[src/rtl/ssd_scan_ctrl_pkg.sv]
// ssd_scan_ctrl_pkg: shared widths and constants for the seven-segment scan slice
package ssd_scan_ctrl_pkg;
  localparam int SSD_NUM_DIGITS = 8;
  localparam int SSD_NIBBLE_W = 4;
  localparam logic [SSD_NIBBLE_W-1:0] SSD_BLANK_NIBBLE = '0;
  typedef logic [SSD_NIBBLE_W-1:0] nibble_t;
endpackage

[src/rtl/ssd_scan_ctrl_if.sv]
// ssd_scan_ctrl_if: user-side digit inputs and driver/anode-side scan outputs
interface ssd_scan_ctrl_if import ssd_scan_ctrl_pkg::*; #(
  parameter int NUM_DIGITS = SSD_NUM_DIGITS
);
  logic [SSD_NIBBLE_W*NUM_DIGITS-1:0] data;
  logic [NUM_DIGITS-1:0] dp;
  logic [NUM_DIGITS-1:0] en;
  nibble_t nibble;
  logic dp_out;
  logic [NUM_DIGITS-1:0] an;
  logic frame_tick;
  modport master (output data, dp, en, input nibble, dp_out, an, frame_tick);
  modport slave (input data, dp, en, output nibble, dp_out, an, frame_tick);
endinterface

[src/rtl/ssd_refresh_prescaler.sv]
// ssd_refresh_prescaler: mod-DIV slot counter with terminal-count flag
module ssd_refresh_prescaler #(
  parameter int DIV = 100000,
  localparam int CW = $clog2(DIV)
) (
  input  logic clk,
  input  logic rst,
  output logic [CW-1:0] cnt_o,
  output logic tc_o
);
  logic [CW-1:0] cnt_q, cnt_d;
  assign tc_o = cnt_q == CW'(DIV - 1);
  assign cnt_d = tc_o ? '0 : cnt_q + 1'b1;
  assign cnt_o = cnt_q;
  always_ff @(posedge clk or posedge rst)
    if (rst) cnt_q <= '0;
    else cnt_q <= cnt_d;
endmodule

[src/rtl/ssd_scan_ctrl.sv]
// ssd_scan_ctrl: scans NUM_DIGITS shadowed nibbles onto one decoder with per-slot anode blanking
module ssd_scan_ctrl import ssd_scan_ctrl_pkg::*; #(
  parameter int NUM_DIGITS = SSD_NUM_DIGITS,
  parameter int REFRESH_DIV = 100000,
  parameter int BLANK_CYCLES = 1000,
  localparam int IW = NUM_DIGITS > 1 ? $clog2(NUM_DIGITS) : 1,
  localparam int CW = $clog2(REFRESH_DIV)
) (
  input logic clk,
  input logic rst,
  ssd_scan_ctrl_if.slave bus
);
  logic [CW-1:0] cnt;
  logic tc, wrap, load;
  logic [IW-1:0] idx_q, idx_d;
  logic load_pend_q;
  logic [SSD_NIBBLE_W*NUM_DIGITS-1:0] data_q;
  logic [NUM_DIGITS-1:0] dp_q, en_q;
  nibble_t nibble_q, nibble_d;
  logic dp_out_q, dp_out_d, ft_q;
  logic [NUM_DIGITS-1:0] an_q, an_d;
  ssd_refresh_prescaler #(.DIV(REFRESH_DIV)) u_prescaler (
    .clk(clk),
    .rst(rst),
    .cnt_o(cnt),
    .tc_o(tc)
  );
  assign wrap = tc && idx_q == IW'(NUM_DIGITS - 1);
  assign load = wrap || load_pend_q;
  always_comb begin
    idx_d = tc ? (wrap ? '0 : idx_q + 1'b1) : idx_q;
    nibble_d = data_q[{idx_q, 2'b00} +: SSD_NIBBLE_W];
    dp_out_d = dp_q[idx_q];
    an_d = (en_q[idx_q] && cnt >= CW'(BLANK_CYCLES)) ? ~(NUM_DIGITS'(1) << idx_q) : '1;
  end
  // shadows are captured only at frame boundaries so a frame never mixes old and new inputs
  always_ff @(posedge clk or posedge rst)
    if (rst) begin
      idx_q <= '0;
      load_pend_q <= 1'b1;
      data_q <= '0;
      dp_q <= '0;
      en_q <= '0;
      nibble_q <= SSD_BLANK_NIBBLE;
      dp_out_q <= 1'b0;
      an_q <= '1;
      ft_q <= 1'b0;
    end else begin
      idx_q <= idx_d;
      load_pend_q <= 1'b0;
      if (load) begin
        data_q <= bus.data;
        dp_q <= bus.dp;
        en_q <= bus.en;
      end
      nibble_q <= nibble_d;
      dp_out_q <= dp_out_d;
      an_q <= an_d;
      ft_q <= wrap;
    end
  assign bus.nibble = nibble_q;
  assign bus.dp_out = dp_out_q;
  assign bus.an = an_q;
  assign bus.frame_tick = ft_q;
endmodule

[src/flat_wrapper.sv]
// flat-port wrapper written by rule: the top's interface ports become plain ports
module ssd_scan_ctrl_flat import ssd_scan_ctrl_pkg::*;
#(
  parameter int NUM_DIGITS = SSD_NUM_DIGITS,
  parameter int REFRESH_DIV = 100000,
  parameter int BLANK_CYCLES = 1000,
  localparam int IW = NUM_DIGITS > 1 ? $clog2(NUM_DIGITS) : 1,
  localparam int CW = $clog2(REFRESH_DIV)
)
  (clk, rst, bus_data, bus_dp, bus_en, bus_nibble, bus_dp_out, bus_an, bus_frame_tick);
  ssd_scan_ctrl_if #(.NUM_DIGITS(NUM_DIGITS)) bus_i ();
  input logic clk;
  input logic rst;
  input wire logic [$bits(bus_i.data)-1:0] bus_data;
  input wire logic [$bits(bus_i.dp)-1:0] bus_dp;
  input wire logic [$bits(bus_i.en)-1:0] bus_en;
  output wire logic [$bits(bus_i.nibble)-1:0] bus_nibble;
  output wire logic [$bits(bus_i.dp_out)-1:0] bus_dp_out;
  output wire logic [$bits(bus_i.an)-1:0] bus_an;
  output wire logic [$bits(bus_i.frame_tick)-1:0] bus_frame_tick;
  assign bus_i.data = bus_data;
  assign bus_i.dp = bus_dp;
  assign bus_i.en = bus_en;
  assign bus_nibble = bus_i.nibble;
  assign bus_dp_out = bus_i.dp_out;
  assign bus_an = bus_i.an;
  assign bus_frame_tick = bus_i.frame_tick;
  ssd_scan_ctrl #(.NUM_DIGITS(NUM_DIGITS), .REFRESH_DIV(REFRESH_DIV), .BLANK_CYCLES(BLANK_CYCLES)) u_core (.clk(clk), .rst(rst), .bus(bus_i));
endmodule
[config.mk]
export PLATFORM = sky130hd
export DESIGN_NAME = ssd_scan_ctrl_flat
export DESIGN_NICKNAME = d
export VERILOG_FILES = /design/src/rtl/ssd_scan_ctrl_pkg.sv /design/src/rtl/ssd_scan_ctrl_if.sv /design/src/rtl/ssd_refresh_prescaler.sv /design/src/rtl/ssd_scan_ctrl.sv /design/src/flat_wrapper.sv
export SDC_FILE = /design/constraint.sdc
export NUM_CORES = 1
export LEC_CHECK = 0
export ABC_AREA = 1
export CORE_ASPECT_RATIO = 1.1
export CORE_UTILIZATION = 49
export CTS_CLUSTER_DIAMETER = 100
export DETAILED_ROUTE_END_ITERATION = 7
export GPL_TIMING_DRIVEN = 0
export PLACE_DENSITY = 0.74
export SYNTH_ARGS = -nofsm -noshare
export SYNTH_HDL_FRONTEND = slang
export SYNTH_SLANG_ARGS = --single-unit
[constraint.sdc]
create_clock -name clk -period 5.2 [get_ports clk]
set_input_delay 1.04 -clock clk [delete_from_list [all_inputs] [get_ports clk]]
set_output_delay 1.04 -clock clk [all_outputs]
set_load 0.03 [all_outputs]
# After elaboration in Yosys (flattened, before gate mapping)
# Index checks and enable logic that the tools add are counted.
[classes]
n_eq_ne = 2
reduce_logical = 3
n_mux = 7
shifts = 2
bitwise_logic = 1
add_sub_neg = 2
order_cmp = 2
[ops]
columns = ["operator", "n"]
rows = [
  ["$shiftx 32x6->4", 1],
  ["$add 17x1->17 const B", 1],
  ["$eq 17x17->1 const B", 1],
  ["$ge 17x10->1 const B", 1],
  ["$mux 17", 1],
  ["$mux 8", 1],
  ["$not 8->8", 1],
  ["$shl 1x3->8 const A", 1],
  ["$bmux 1 s3", 2],
  ["$lt 3x4->1 const B", 1],
  ["$add 3x1->3 const B", 1],
  ["$eq 3x3->1 const B", 1],
  ["$mux 3", 1],
  ["$logic_and 1x1->1", 2],
  ["$mux 1", 2],
  ["$logic_or 1x1->1", 1],
]
[word_totals]
out_inout_bits = 14
register_bits = 83
elab_cells = 29

# Depth between registers and ports, before layout
[depth]
depth_word = 4
ltp_mapped = 11
ltp_nobuf = 9

# Hierarchy
# Synthesis repeated with hierarchy kept, for this count alone.
[hier_totals]
hier_cells = 510
hier_area_um2 = 4050.1
[modules_own_cells]
columns = ["mod", "cells_each", "n_inst", "seq_area_each_um2", "area_per_inst_um2"]
rows = [
  ["ssd_scan_ctrl", 367, 1, 1662.8, 3049.2],
  ["ssd_refresh_prescaler", 143, 1, 425.4, 1001.0],
]

# Least setup slack after synthesis
# No wires, ideal clock.
[synth_path]
path_kind = "register -> output"
startpoint = "reg u_core.an_q[0] (netlist: u_core.bus.an[0])"
endpoint = "out bus_an[0]"
t_required_ns = 4.160
stages_incl_launch_ff = 1
setup_slack_ns = 3.572
t_arrival_ns = 0.588
n_path_buf = 0
path_cell_list = "dfstp_2"
[synth_lines]
columns = ["item", "line_no", "source"]
rows = [
  ["start: declaration", "ssd_scan_ctrl.sv:21", "logic [NUM_DIGITS-1:0] an_q, an_d;"],
  ["start signal: assignment", "ssd_scan_ctrl.sv:58", "an_q <= an_d;"],
  ["end: declaration", "flat_wrapper.sv:19", "output wire logic [$bits(bus_i.an)-1:0] bus_an;"],
]
# No word-level cell between the ends.

# Worst setup path after layout
[layout_path]
startpoint = "reg u_core.an_q[6] (netlist: u_core.bus.an[6])"
endpoint = "out bus_an[6]"
# No word-level cell between the ends.

==> impl_metrics.prom <==
# TYPE chip_impl_metric gauge
chip_impl_metric{name="max_slew.worst_pin.slew",unit="ns"} 0.603
chip_impl_metric{name="yosys_warnings",unit=""} 0
chip_impl_metric{name="clock_pin_slew_worst_setup_and_hold_paths",unit="ns"} 0.08
chip_impl_metric{name="grt_pass1_vias",unit=""} 3469
chip_impl_metric{name="cp_max_fo",unit=""} 1
chip_impl_metric{name="antenna_cells_inserted",unit=""} 0
chip_impl_metric{name="nets",unit=""} 626
chip_impl_metric{name="drt_iter0_drc",unit=""} 234
chip_impl_info{name="top_library_cells_by_usage_in_the_layout_fill_and_taps_aside",value="sky130_fd_sc_hd__nand2_1, sky130_fd_sc_hd__dfrtp_1, sky130_fd_sc_hd__nand3_1, sky130_fd_sc_hd__clkdlybuf4s50_1, sky130_fd_sc_hd__nor2_1"} 1
chip_impl_metric{name="cts.path.max_buffers",unit=""} 2
chip_impl_metric{name="post_synth_instance_area",unit="um^2"} 3990
chip_impl_metric{name="insertion_delay_to_the_later_sink_of_the_worst_skew_pair",unit="ns"} 0.37
chip_impl_metric{name="critical_path_required",unit="ns"} 4.16
chip_impl_metric{name="setup-violations-final",unit=""} 0
chip_impl_info{name="critPathKind",value="reg -> out"} 1
chip_impl_info{name="critical_path.slowest_cell",value="sky130_fd_sc_hd__clkdlybuf4s50_1"} 1
chip_impl_metric{name="post_dp_hpwl",unit="um"} 6730
chip_impl_metric{name="power_frac_clock",unit=""} 0.397
chip_impl_info{name="critical_path.top_delay_family",value="buffers and inverters"} 1
chip_impl_metric{name="ir_drop",unit="uV"} 169
chip_impl_metric{name="worst_clock_skew",unit="ns"} 0.0126
chip_impl_metric{name="cts.htree.levels",unit=""} 3
chip_impl_metric{name="die_height",unit="um"} 96.6
chip_impl_metric{name="detailedRoute.firstPassIterationCount",unit=""} 5
chip_impl_metric{name="drc_errors",unit=""} 0
chip_impl_metric{name="postRouteAntennaNets",unit=""} 0
chip_impl_metric{name="critPathBufInv",unit=""} 1
chip_impl_metric{name="power.internal",unit="W"} 0.00107
chip_impl_metric{name="grt_start_max_net_pins",unit=""} 55
chip_impl_metric{name="floorplan.io_pins",unit=""} 64
chip_impl_info{name="path_cells",value="clkdlybuf4s50_1"} 1
chip_impl_metric{name="global_route.usage.total",unit=""} 0.242
chip_impl_metric{name="die_area",unit="um^2"} 8500
chip_impl_metric{name="net_sw_frac",unit=""} 0.234
chip_impl_info{name="cts.root.buffer_cell",value="sky130_fd_sc_hd__clkbuf_8"} 1
chip_impl_metric{name="std_cell_rows",unit=""} 34
chip_impl_metric{name="power_density",unit="nW/um^2"} 278
chip_impl_metric{name="wirelength",unit="um"} 9540
chip_impl_metric{name="initial_standard_cell_utilization_of_the_core",unit=""} 0.504
chip_impl_metric{name="synth-seq-area-share",unit=""} 0.524
chip_impl_metric{name="cts_post_setup_buffers_inserted",unit=""} 0
chip_impl_metric{name="core_region_area",unit="um^2"} 7910
chip_impl_metric{name="tritoncts_num_sinks",unit=""} 83
chip_impl_metric{name="final_max_slew_viol_count",unit=""} 0
chip_impl_metric{name="finalCritPeriodShare",unit=""} 0.497
chip_impl_metric{name="final_util",unit=""} 0.634
chip_impl_metric{name="leakage_component_of_the_power",unit="nW"} 2.44
chip_impl_metric{name="critical-path-max-stage-delay",unit="ns"} 0.66
chip_impl_metric{name="max-cap-violations",unit=""} 0
chip_impl_metric{name="cts_inserted_buffers",unit=""} 9
chip_impl_metric{name="cts_resized",unit=""} 0
chip_impl_metric{name="grt_pass1_wl",unit="um"} 16100
chip_impl_metric{name="finalWeightedCongestion",unit=""} 0.928
chip_impl_info{name="tritoncts_clock_tree",value="yes"} 1
chip_impl_metric{name="postCtsHoldBufs",unit=""} 0
chip_impl_metric{name="syn-num-nets",unit=""} 551
chip_impl_metric{name="via_count",unit=""} 3547
chip_impl_metric{name="timing.max_slew.rel_slack",unit=""} 0.598
chip_impl_metric{name="ys_seq_elements",unit=""} 83
chip_impl_metric{name="final_period_demand_of_the_worst_path",unit="ns"} 2.59
chip_impl_metric{name="drive_gt1_frac",unit=""} 0.0681
chip_impl_metric{name="totalNegativeSetupSlack",unit="ns"} 0
chip_impl_metric{name="number_of_antenna_violations_at_the_first_check_in_global_routing",unit=""} 0
chip_impl_metric{name="power_frac_seq",unit=""} 0.505
chip_impl_metric{name="maxClockFrequency",unit="GHz"} 0.387
chip_impl_info{name="critPathCaptureType",value="output pin"} 1
chip_impl_metric{name="netlist-cell-type-count",unit=""} 25
chip_impl_info{name="holdCritPathClass",value="reg -> reg"} 1
chip_impl_metric{name="grt-ovfl-total",unit=""} 0
chip_impl_metric{name="detail_route.wl_per_cell",unit="um"} 14.0
chip_impl_metric{name="place.port_buffers",unit=""} 63
chip_impl_metric{name="post_synthesis_cells",unit=""} 493
chip_impl_metric{name="width_of_the_die",unit="um"} 88.0
chip_impl_info{name="unrepaired_setup_endpoints_after_global_routing",value="false"} 1
chip_impl_info{name="setup_crit_start_kind",value="flip-flop"} 1
chip_impl_info{name="result_of_the_run",value="complete, no violations"} 1
chip_impl_metric{name="hold_viol",unit=""} 0
chip_impl_metric{name="post_detailed_route_via_to_cell_ratio",unit=""} 5.21
chip_impl_metric{name="cp_data_arrival_time",unit="ns"} 1.55
chip_impl_info{name="mostFrequentLayoutCell",value="sky130_fd_sc_hd__nand2_1"} 1
chip_impl_metric{name="p_sw",unit="W"} 0.000326
chip_impl_metric{name="comb_power_share",unit=""} 0.098
chip_impl_metric{name="avgSynthCellArea",unit="um^2"} 8.09
chip_impl_metric{name="area.growth.synth_to_final",unit="%"} 25.8
==> cells in the mapped netlist <==
cell | instances | area (um^2)
sky130_fd_sc_hd__nand2_1 | 157 | 589
sky130_fd_sc_hd__dfrtp_1 | 74 | 1850
sky130_fd_sc_hd__nand3_1 | 70 | 350
sky130_fd_sc_hd__nor2_1 | 49 | 184
sky130_fd_sc_hd__inv_1 | 32 | 120
sky130_fd_sc_hd__o21ai_0 | 25 | 125
sky130_fd_sc_hd__clkbuf_1 | 11 | 41.3
sky130_fd_sc_hd__o22ai_1 | 10 | 62.6
sky130_fd_sc_hd__dfstp_2 | 9 | 236
sky130_fd_sc_hd__ha_1 | 8 | 100
sky130_fd_sc_hd__xor2_1 | 8 | 70.1
sky130_fd_sc_hd__nor3_1 | 7 | 35.0
sky130_fd_sc_hd__nand3b_1 | 6 | 45.0
sky130_fd_sc_hd__buf_1 | 5 | 18.8
sky130_fd_sc_hd__buf_6 | 5 | 56.3
sky130_fd_sc_hd__a21oi_1 | 3 | 15.0
sky130_fd_sc_hd__buf_2 | 3 | 15.0
sky130_fd_sc_hd__nand4_1 | 3 | 18.8
sky130_fd_sc_hd__nor2_2 | 2 | 12.5
sky130_fd_sc_hd__conb_1 | 1 | 3.75
sky130_fd_sc_hd__inv_2 | 1 | 3.75
sky130_fd_sc_hd__nand2_2 | 1 | 6.26
sky130_fd_sc_hd__nand4_2 | 1 | 12.5
sky130_fd_sc_hd__nor4_1 | 1 | 6.26
sky130_fd_sc_hd__o211ai_1 | 1 | 7.51
==> area by class of cell <==
cell class	instances	area, um^2
clock inverters	6	105
plain buffers	24	131
repair buffers	64	658
well taps	108	135
flip-flops and latches	83	2090
multi-input cells	353	1640
clock buffers	10	128
fillers	720	2900
inverters	33	126
==> flip-flops by register name, indices dropped and copies added, names as in the netlist <==
name and flops:
u_core.bus.frame_tick 1, u_core.idx_q 3, u_core.en_q 8, u_core.data_q 32
u_core.load_pend_q 1, u_core.bus.an 8, u_core.bus.dp_out 1, u_core.dp_q 8
u_core.bus.nibble 4, u_core.u_prescaler.cnt_o 17
==> through the flow <==
stage	setup WS [ns]	instances	area (um^2)	hold WS, ns	total power, W
after floorplan	2.04	493	3990	0.470	0.000781
after global placement	0.764	664	4750	0.484	0.000845
after detailed placement	2.99	665	4780	0.489	0.000852
after CTS	2.60	681	5020	0.514	0.00140
after global routing	2.56	681	5020	0.539	0.00144
final	2.61	681	5020	0.510	0.00139
==> routing by layer <==
metal / vias to the layer above / part of all wire / wire, um / GRT usage
met1: 1674 / 0.43 / 4130 / 0.326
met3: 14 / 0.053 / 501 / 0.0452
met5: - / 0 / 0 / 0
met2: 129 / 0.50 / 4780 / 0.394
li1: 1730 / - / - / -
met4: 0 / 0.014 / 130 / 0.0782
==> cell families (layout without fill, tap and decap cells) <==
| kind of cell | after synthesis | in the layout | share of synthesized area |
|---|---|---|---|
| AND/OR/NAND/NOR | 297 | 297 | 0.316 |
| flip-flops | 83 | 83 | 0.524 |
| other | 1 | 1 | 0.000940 |
| adder cells (fa/ha/maj) | 8 | 8 | 0.0251 |
| AO/OA/AOI/OAI | 39 | 39 | 0.0527 |
| buffers and inverters | 57 | 137 | 0.0640 |
| XOR/XNOR | 8 | 8 | 0.0176 |
==> power groups by stage <==
| stage | sequential (W) | combinational (W) | clock, W |
|---|---|---|---|
| CTS | 0.000703 | 0.000138 | 0.000556 |
| finish | 0.000703 | 0.000137 | 0.000553 |
| detailed placement | 0.000715 | 0.000138 | 0 |
| global placement | 0.000713 | 0.000132 | 0 |
| global route | 0.000708 | 0.000153 | 0.000582 |
| floorplan | 0.000716 | 0.0000652 | 0 |
==> final timing paths <==
check | cells past startpoint | slack [ns] | from | end
worst min register to register | 2 | 0.51 | u_core.data_q[18] | u_core.data_q[18]
worst max-delay path | 1 | 2.61 | u_core.bus.an[6] | bus_an[6]
worst max register to register | 6 | 3.22 | u_core.idx_q[0] | u_core.idx_q[1]
min in group asynchronous | 2 | 1.02 | rst | u_core.data_q[8]
max in group asynchronous | 3 | 3.52 | rst | u_core.bus.an[5]
worst min-delay path | 2 | 0.51 | u_core.data_q[18] | u_core.data_q[18]
No activity file was read; power rests on OpenSTA's default activity.
